===== config.mk =====
export PLATFORM = sky130hd
export DESIGN_NAME = adc_window_accumulator
export DESIGN_NICKNAME = d
export VERILOG_FILES = /design/src/rtl/adc_pkg.sv /design/src/rtl/sync_ff.sv /design/src/rtl/adc_window_accumulator.sv
export SDC_FILE = /design/constraint.sdc
export NUM_CORES = 1
export LEC_CHECK = 0
export BUFFER_PORTS_ARGS = -buffer_cell sky130_fd_sc_hd__buf_4
export CAP_MARGIN = 20
export CORE_MARGIN = 3
export CORE_UTILIZATION = 49
export DETAILED_ROUTE_END_ITERATION = 16
export MAX_ROUTING_LAYER = met4
export PLACE_DENSITY_LB_ADDON = 0.25
export REMOVE_ABC_BUFFERS = 1
export SKIP_CTS_REPAIR_TIMING = 1
export SYNTH_ARGS = -nofsm -noshare
export SYNTH_HDL_FRONTEND = slang
export SYNTH_SLANG_ARGS = --single-unit

===== constraint.sdc =====
create_clock -name clk -period 2 [get_ports clk]
set_clock_uncertainty 0.2 [all_clocks]
set_input_delay 0.4 -clock clk [delete_from_list [all_inputs] [get_ports clk]]
set_output_delay 0.4 -clock clk [all_outputs]
set_load 0.005 [all_outputs]

===== src/rtl/adc_pkg.sv =====
// Shared definitions for the ADC window path; the window counter imports the
// same package so both ends agree on the window period.
package adc_pkg;

    localparam int WIN_LEN = 128;
    localparam int CNT_W   = 8;

    typedef enum logic [1:0] {
        ST_IDLE = 2'd0,
        ST_ARM  = 2'd1,
        ST_ACQ  = 2'd2
    } state_t;

endpackage


===== src/rtl/sync_ff.sv =====
// N-stage synchronizer for a single asynchronous bit, synchronous active-low reset.
module sync_ff #(
    parameter int N = 2
) (
    input  logic clk,
    input  logic reset_n,
    input  logic d,
    output logic q
);

    logic [N-1:0] stages;

    always_ff @(posedge clk) begin
        if (!reset_n) begin
            stages <= '0;
        end else begin
            stages <= {stages[N-2:0], d};
        end
    end

    assign q = stages[N-1];

endmodule


===== src/rtl/adc_window_accumulator.sv =====
// Counts synchronized comparator-high cycles over each roll-delimited window and
// hands each density result to a valid/ready consumer, flagging dropped results.
module adc_window_accumulator
    import adc_pkg::*;
#(
    parameter int WIN_LEN     = adc_pkg::WIN_LEN,
    parameter int CNT_W       = adc_pkg::CNT_W,
    parameter int SYNC_STAGES = 2
) (
    input  logic             clk,
    input  logic             reset_n,
    input  logic             enable,
    input  logic             comp_in,
    input  logic             roll,
    output logic [CNT_W-1:0] sample_data,
    output logic             sample_valid,
    input  logic             sample_ready,
    output logic             overrun,
    output logic             busy
);

    localparam logic [CNT_W-1:0] WIN_MAX = CNT_W'(WIN_LEN);

    state_t           state;
    state_t           next_state;
    logic             comp_s;
    logic [CNT_W-1:0] acc;
    logic [CNT_W-1:0] acc_next;
    logic [CNT_W-1:0] result;
    logic [CNT_W-1:0] data_next;
    logic             valid_next;
    logic             overrun_next;

    sync_ff #(.N(SYNC_STAGES)) u_comp_sync (
        .clk     (clk),
        .reset_n (reset_n),
        .d       (comp_in),
        .q       (comp_s)
    );

    // The roll cycle itself belongs to the window that is closing.
    assign result = acc + {{(CNT_W-1){1'b0}}, comp_s};

    always_ff @(posedge clk) begin
        if (!reset_n) begin
            state        <= ST_IDLE;
            acc          <= '0;
            sample_data  <= '0;
            sample_valid <= 1'b0;
            overrun      <= 1'b0;
            busy         <= 1'b0;
        end else begin
            state        <= next_state;
            acc          <= acc_next;
            sample_data  <= data_next;
            sample_valid <= valid_next;
            overrun      <= overrun_next;
            busy         <= (next_state == ST_ACQ);
        end
    end

    always_comb begin
        next_state   = state;
        acc_next     = acc;
        data_next    = sample_data;
        valid_next   = sample_valid;
        overrun_next = overrun;

        if (sample_valid && sample_ready) begin
            valid_next = 1'b0;
        end

        case (state)
            ST_IDLE: begin
                acc_next     = '0;
                overrun_next = 1'b0;
                if (enable) begin
                    next_state = ST_ARM;
                end
            end
            ST_ARM: begin
                acc_next = '0;
                if (!enable) begin
                    next_state = ST_IDLE;
                end else if (roll) begin
                    next_state = ST_ACQ;
                end
            end
            ST_ACQ: begin
                if (!enable) begin
                    next_state = ST_IDLE;
                    acc_next   = '0;
                end else if (roll) begin
                    acc_next = '0;
                    // A slot is free if empty or being drained in this same cycle.
                    if (!sample_valid || sample_ready) begin
                        data_next  = result;
                        valid_next = 1'b1;
                    end else begin
                        overrun_next = 1'b1;
                    end
                end else begin
                    acc_next = result;
                end
            end
            default: begin
                next_state = ST_IDLE;
                acc_next   = '0;
            end
        endcase
    end

    // A count past the window length means roll is not arriving every WIN_LEN cycles.
    assert property (@(posedge clk) disable iff (!reset_n) acc <= WIN_MAX);

endmodule


==> results of run 1 <==
-- synth_stat cells, types with 2 or more instances --
cell	instances
and2_1	2
nand2_1	4
or3_1	4
xor2_1	2
inv_1	2
a211oi_1	4
dfxtp_1	23
ha_1	2
a311oi_1	3
o21ai_0	5
a21oi_1	14
nand3_1	4
nor2_1	6
clkbuf_1	2
nand2b_1	2
-- placed cells by master, fill, tap and decap left out, types with 2 or more instances in the layout --
master | netlist | final
nand3_1 | 4 | 4
ha_1 | 2 | 2
nand2b_1 | 2 | 2
a21oi_1 | 14 | 14
and2_1 | 2 | 2
o21ai_0 | 5 | 5
buf_4 | 0 | 16
or3_1 | 4 | 4
nand2_1 | 4 | 4
a211oi_1 | 4 | 4
dfxtp_1 | 23 | 23
inv_1 | 2 | 2
xor2_1 | 2 | 2
clkbuf_4 | 0 | 3
nor2_1 | 6 | 6
a311oi_1 | 3 | 3
-- through the flow --
stage	hold slack, ns	setup WS (ns)	cell area, sq um
final	0.0872	0.298	1010
after global routing	0.0883	0.194	1010
after CTS	0.0841	0.299	1010
after detailed placement	0.239	0.332	987
after global placement	0.229	0.372	987
after floorplan	0.212	0.399	847
-- power by group --
part / switching [W] / internal (W) / leakage, nW
clock: 0.000138 / 0.0000749 / 0.0177
sequential: 0.00000356 / 0.000463 / 0.186
combinational: 0.0000133 / 0.0000137 / 0.171
total: 0.000155 / 0.000552 / 0.375
-- cells by family (layout without fill, tap and decap cells) --
| logic type | Yosys count | count (layout) | synth area share [%] |
|---|---|---|---|
| adder cells (fa/ha/maj) | 2 | 2 | 2.91 |
| flip-flops | 23 | 23 | 53.6 |
| AO/OA/AOI/OAI | 27 | 27 | 18.9 |
| AND/OR/NAND/NOR | 29 | 29 | 18.8 |
| buffers and inverters | 6 | 23 | 2.77 |
| XOR/XNOR | 3 | 3 | 3.06 |
-- area by class of cell --
cell class,instances,share of cell area [%]
clock buffers,3,2.22
clock inverters,1,0.493
inverters,3,1.11
multi-input cells,61,37.0
flip-flops and latches,23,45.4
well taps,16,1.97
repair buffers,16,11.8
-- per-layer routing --
| metal | track usage (%) | vias up | wire length (microns) |
|---|---|---|---|
| met1 | 23.1 | 322 | 803 |
| met4 | 9.68 | 0 | 36 |
| met2 | 26.4 | 23 | 769 |
| met3 | 4.51 | 5 | 81 |
| met5 | - | - | 0 |
| li1 | - | 360 | - |
-- worst max-delay path: cells and delay by family, from the launching register on --
kind            cells  cell delay, ns
simple gates        2            0.44
fa+ha+maj           2            0.39
flops               1            0.34
compound gates      1            0.25
-- registers in the layout, indices dropped and copies added (netlist names) --
| signal | count |
|---|---|
| sample_data | 8 |
| overrun | 1 |
| busy | 1 |
| u_comp_sync.stages | 2 |
| state | 2 |
| acc | 8 |
| sample_valid | 1 |
-- worst paths after layout --
path / from / end / slack (ns) / cells after the start
min: comp_in / u_comp_sync.stages[0]$_SDFF_PN0_ / 0.09 / 2
max reg2reg: acc[0]$_SDFF_PP0_ / sample_data[6]$_SDFFE_PN0P_ / 0.30 / 5
max: acc[0]$_SDFF_PP0_ / sample_data[6]$_SDFFE_PN0P_ / 0.30 / 5
min reg2reg: u_comp_sync.stages[0]$_SDFF_PN0_ / u_comp_sync.stages[1]$_SDFF_PN0_ / 0.27 / 1
==> results by group, run 1 <==
Floorplanning
  • Die area: 2290 sq um
  • Core area: 1580 sq um
  • Io pins: 17
  • Die Span Y: 47.9 microns
  • FP Rows: 14
  • DIE WIDTH: 47.9 microns
  • Initial Util: 54.5%

Detailed routing
  • Final antenna-violating net count: 0
  • DRC: 0
  • Vias: 710
  • Post-Route WL: 1.69 mm
  • Pre-antenna DRT Iters: 4
  • Iter 0 DRT Violations: 15
  • Drt wl/cell: 13.7 microns
  • Vias/cell: 5.77

Logic synthesis
  • Predominant post-synthesis flop cell: dfxtp_1
  • Gate Count Post-Synth: 90
  • Yosys top cell area share: 53.6%
  • Synth Area per Inst: 9.55 sq um
  • Synth top area cells: dfxtp_1 (54%), a21oi_1 (8.2%), a211oi_1 (3.5%)
  • Unique cell type count in the Yosys netlist: 26
  • Post-synthesis cell area: 860 sq um
  • Post-synth EDFFs: 0
  • Synth warn: 0
  • Post-synth ARST share: 0%
  • Biggest area consumer among synthesized cells: dfxtp_1
  • Seq cells post-synth: 23
  • Sequential-to-total area share from yosys stat: 53.6%

Final layout
  • Reg area: 460 sq um
  • Diodes inserted: 0
  • Fill cells: 141
  • Area Overhead vs Synth: 18.0%
  • Core Util, Final: 64.4%
  • Final nets: 116
  • Multi-input logic area: 375 sq um
  • Non-Filler Instances: 123
  • Layout cells sized above 1: 20.6%

Power and ir drop
  • Pwr Total: 0.000707 W
  • Leakage: 0.375 nW
  • Worst IR Drop VDD: 0.376 mV
  • Cell Pwr Density: 696 nW/um^2

Critical path
  • CP arrival: 1.73 ns
  • Max Fanout on Critical Path: 3
  • Crit end category: register
  • Cell mode on critical path: ha_1
  • Crit path cell chain: ha_1 -> ha_1 -> nand2_1 -> or3_1 -> a311oi_1
  • Req. time, crit path: 2.03 ns
  • Largest stage delay, worst path: 0.36 ns
  • Setup Crit Path Kind: register to register
  • CP Launch Type: register
  • CP max stage cell: or3_1

Global routing
  • Gr usage total: 18.2%
  • Initial antenna violation count: 0
  • Total gr overflow: 0
  • Largest net degree at the start of global routing: 14
  • Vias in the first global route: 633
  • First-pass GRT wire length: 2.79 mm

STA
  • Highest clock rate: 0.587 GHz
  • Setup tns final: 0 ns
  • Slew Limit Fails: 0
  • Min Tclk post-route: 1.70 ns
  • Final period util: 85.1%
  • Setup violations, final: 0
  • Worst rel slew slack: 73.2%
  • RSZ-0062 raised after global routing: no
  • Least-Margin Pin Slew: 0.400 ns
  • Fin. Hold Viols: 0

Placed design
  • Routability congestion estimate: 0.780
  • IO buf count: 16
  • Placed Instances: 119
  • Post-DP HPWL: 1.21 mm

Clock tree
  • Sink Count: 23
  • Clock transition at path regs: 0.13 ns
  • Clk Tree Root Cell: clkbuf_4
  • Num CTS Buffers: 3
  • H-Tree Depth: 1
  • Clk buf depth: 2
  • TritonCTS clock tree: done
  • Clock latency on the worst-skew pair: 0.32 ns

Run status
  • Status: finished clean

Min path
  • Hold WC Path Type: input pin to register

Flow run
  • Max-cap violations: 0
Note: power is estimated with default switching activity, not from simulation.
==> inputs of run 2 (changes only) <==
--- a/config.mk
+++ b/config.mk
@@ -7,8 +7,10 @@
 export LEC_CHECK = 0
 export BUFFER_PORTS_ARGS = -buffer_cell sky130_fd_sc_hd__buf_4
 export CAP_MARGIN = 20
+export CELL_PAD_IN_SITES_DETAIL_PLACEMENT = 1
+export CELL_PAD_IN_SITES_GLOBAL_PLACEMENT = 1
 export CORE_MARGIN = 3
-export CORE_UTILIZATION = 49
+export CORE_UTILIZATION = 39
 export DETAILED_ROUTE_END_ITERATION = 16
 export MAX_ROUTING_LAYER = met4
 export PLACE_DENSITY_LB_ADDON = 0.25
==> run 2 against run 1 <==
Cell count is 8.9% higher. Design area grew 1.2%. Sequential share of layout area shrank 0.55 points. Setup slack better by 0.012 ns. Highest routed layer unchanged.
==> results by group, run 2 (synthesis results as in run 1) <==
Run status
  • Status: finished clean

Power and ir drop
  • Cell Pwr Density: 683 nW/um^2 (-2.0%)
  • Worst IR Drop VDD: 0.430 mV (+14%)
  • Leakage: 0.372 nW (-0.73%)

Final layout
  • Most common cell after layout, fill and taps aside: dfxtp_1
  • Core Util, Final: 50.8% (-14 points)
  • Layout cells sized above 1: 19.6% (-0.93 points)
  • Diodes inserted: 0 (unchanged)
  • Area Overhead vs Synth: 19.5%
  • Final nets: 116 (unchanged)
  • Most frequent cells in the layout: dfxtp_1 (23), buf_4 (16), a21oi_1 (14)
  • Biggest regs: acc: 8 flops, sample_data: 8 flops

Min path
  • Hold depth: 2 (unchanged)
  • Hold path start: comp_in
  • Hold Path Sink: u_comp_sync.stages[0]$_SDFF_PN0_
  • Hold WC Path Type: input pin to register

Floorplanning
  • Die Span Y: 52.9 microns (+11%)
  • DIE WIDTH: 52.9 microns (+11%)
  • Core area: 2020 sq um (+28%)
  • Die area: 2800 sq um (+22%)
  • Initial Util: 42.5% (-12 points)
  • Io pins: 17 (unchanged)
  • FP Rows: 16 (+2)

STA
  • Setup violations, final: 0 (unchanged)
  • Setup tns final: 0 ns (unchanged)
  • Slew Limit Fails: 0 (unchanged)
  • Worst rel slew slack: 72.5% (-0.75 points)
  • Least-Margin Pin Slew: 0.412 ns (+0.0111 ns)
  • Fin Hold WS: 0.0979 ns (+0.0107 ns)
  • Final period util: 84.5% (-0.59 points)
  • Fin. Hold Viols: 0 (unchanged)
  • RSZ-0062 raised after global routing: no
  • Highest clock rate: 0.592 GHz (+0.70%)
  • Min Tclk post-route: 1.69 ns (-0.0119 ns)

Global routing
  • Total gr overflow: 0 (unchanged)
  • Initial antenna violation count: 0 (unchanged)
  • Gr usage total: 14.9% (-3.3 points)
  • Vias in the first global route: 631 (-0.32%)
  • Largest net degree at the start of global routing: 13 (-1)
  • First-pass GRT wire length: 2.91 mm (+4.4%)

Critical path
  • CP arrival: 1.71 ns (-0.02 ns)
  • RR Startpoint: u_comp_sync.stages[1]$_SDFF_PN0_
  • Worst R2R Setup Slack: 0.31 ns (about the same)
  • Max Fanout on Critical Path: 3 (unchanged)
  • Crit end category: register
  • CP Launch Type: register
  • Req. time, crit path: 2.02 ns (about the same)
  • Setup Crit Path Kind: register to register
  • Reg2reg end: sample_data[6]$_SDFFE_PN0P_
  • FF-to-FF path depth: 5 (unchanged)

Placed design
  • Post-DP HPWL: 1.36 mm (+12%)
  • IO buf count: 16 (unchanged)
  • Routability congestion estimate: 0.725 (-7.0%)

Detailed routing
  • DRC: 0 (unchanged)
  • Post-Route WL: 1.74 mm (+2.8%)
  • Final antenna-violating net count: 0 (unchanged)
  • Wl on met1: 855 microns (+6.5%)
  • Drt wl/cell: 13.0 microns (-5.7%)
  • Pre-antenna DRT Iters: 3 (-1)
  • DR WL met2: 771 microns (+0.26%)
  • Iter 0 DRT Violations: 9 (-6)
  • Highest routed layer: met4
  • Met3 wire length: 67 microns (-17%)
  • Vias/cell: 5.29 (-8.3%)
  • Vias: 709 (-0.14%)

Clock tree
  • Clock transition at path regs: 0.12 ns (about the same)
  • TritonCTS clock tree: done
  • Clock latency on the worst-skew pair: 0.30 ns (-0.02 ns)
  • Num CTS Buffers: 3 (unchanged)
  • Sink Count: 23 (unchanged)
  • Clk buf depth: 2 (unchanged)
  • Clk Tree Root Cell: clkbuf_4
  • H-Tree Depth: 1 (unchanged)

Flow run
  • Max-cap violations: 0 (unchanged)
run 2: changes by cell type in the layout (fill, tap and decap cells not counted), sizes merged:
cell / previous run / this run
clkbuf: 3 / 4
clkinv: 2 / 1
run 2: worst max-delay path by stage:
stage                                startpoint                     endpoint  cells past startpoint
3_3_place_gp   u_comp_sync.stages[1]$_SDFF_PN0_  sample_data[6]$_SDFFE_PN0P_                      5
6_report       u_comp_sync.stages[1]$_SDFF_PN0_  sample_data[6]$_SDFFE_PN0P_                      5
3_5_place_dp   u_comp_sync.stages[1]$_SDFF_PN0_  sample_data[6]$_SDFFE_PN0P_                      5
5_1_grt        u_comp_sync.stages[1]$_SDFF_PN0_  sample_data[6]$_SDFFE_PN0P_                      5
2_1_floorplan  u_comp_sync.stages[1]$_SDFF_PN0_  sample_data[6]$_SDFFE_PN0P_                      5
4_1_cts        u_comp_sync.stages[1]$_SDFF_PN0_  sample_data[6]$_SDFFE_PN0P_                      5
run 2: area by class of cell:
type	count	area, sq um
tap	27	33.8
inverter	3	11.3
timing repair buffer	16	120
sequential	23	460
fill	249	995
clock buffer	4	26.3
multi-input combinational	61	375
run 2: metal layers:
metal | track usage (%) | up-vias
li1 | - | 363
met1 | 19.3 | 331
met2 | 21.7 | 11
met3 | 2.54 | 4
met4 | 8.94 | 0
met5 | - | -
run 2: report_power, final:
part           internal, W  switching [W]
registers         0.000463     0.00000364
clock network    0.0000777       0.000130
logic            0.0000137      0.0000129
total             0.000554       0.000147
run 2: critical path: stages, from the launching register on:
cell and delay, ns:
dfxtp_1 0.34, ha_1 0.18, ha_1 0.21, nand2_1 0.08, or3_1 0.36, a311oi_1 0.25
run 2: through the flow:
step | instances | setup slack, ns | total power (W) | area [sq um]
3_3_place_gp | 130 | 0.366 | 0.000503 | 1000
4_1_cts | 134 | 0.283 | 0.000711 | 1030
5_1_grt | 134 | 0.164 | 0.000733 | 1030
3_5_place_dp | 130 | 0.316 | 0.000504 | 1000
6_report | 134 | 0.310 | 0.000701 | 1030
2_1_floorplan | 87 | 0.399 | 0.000487 | 847
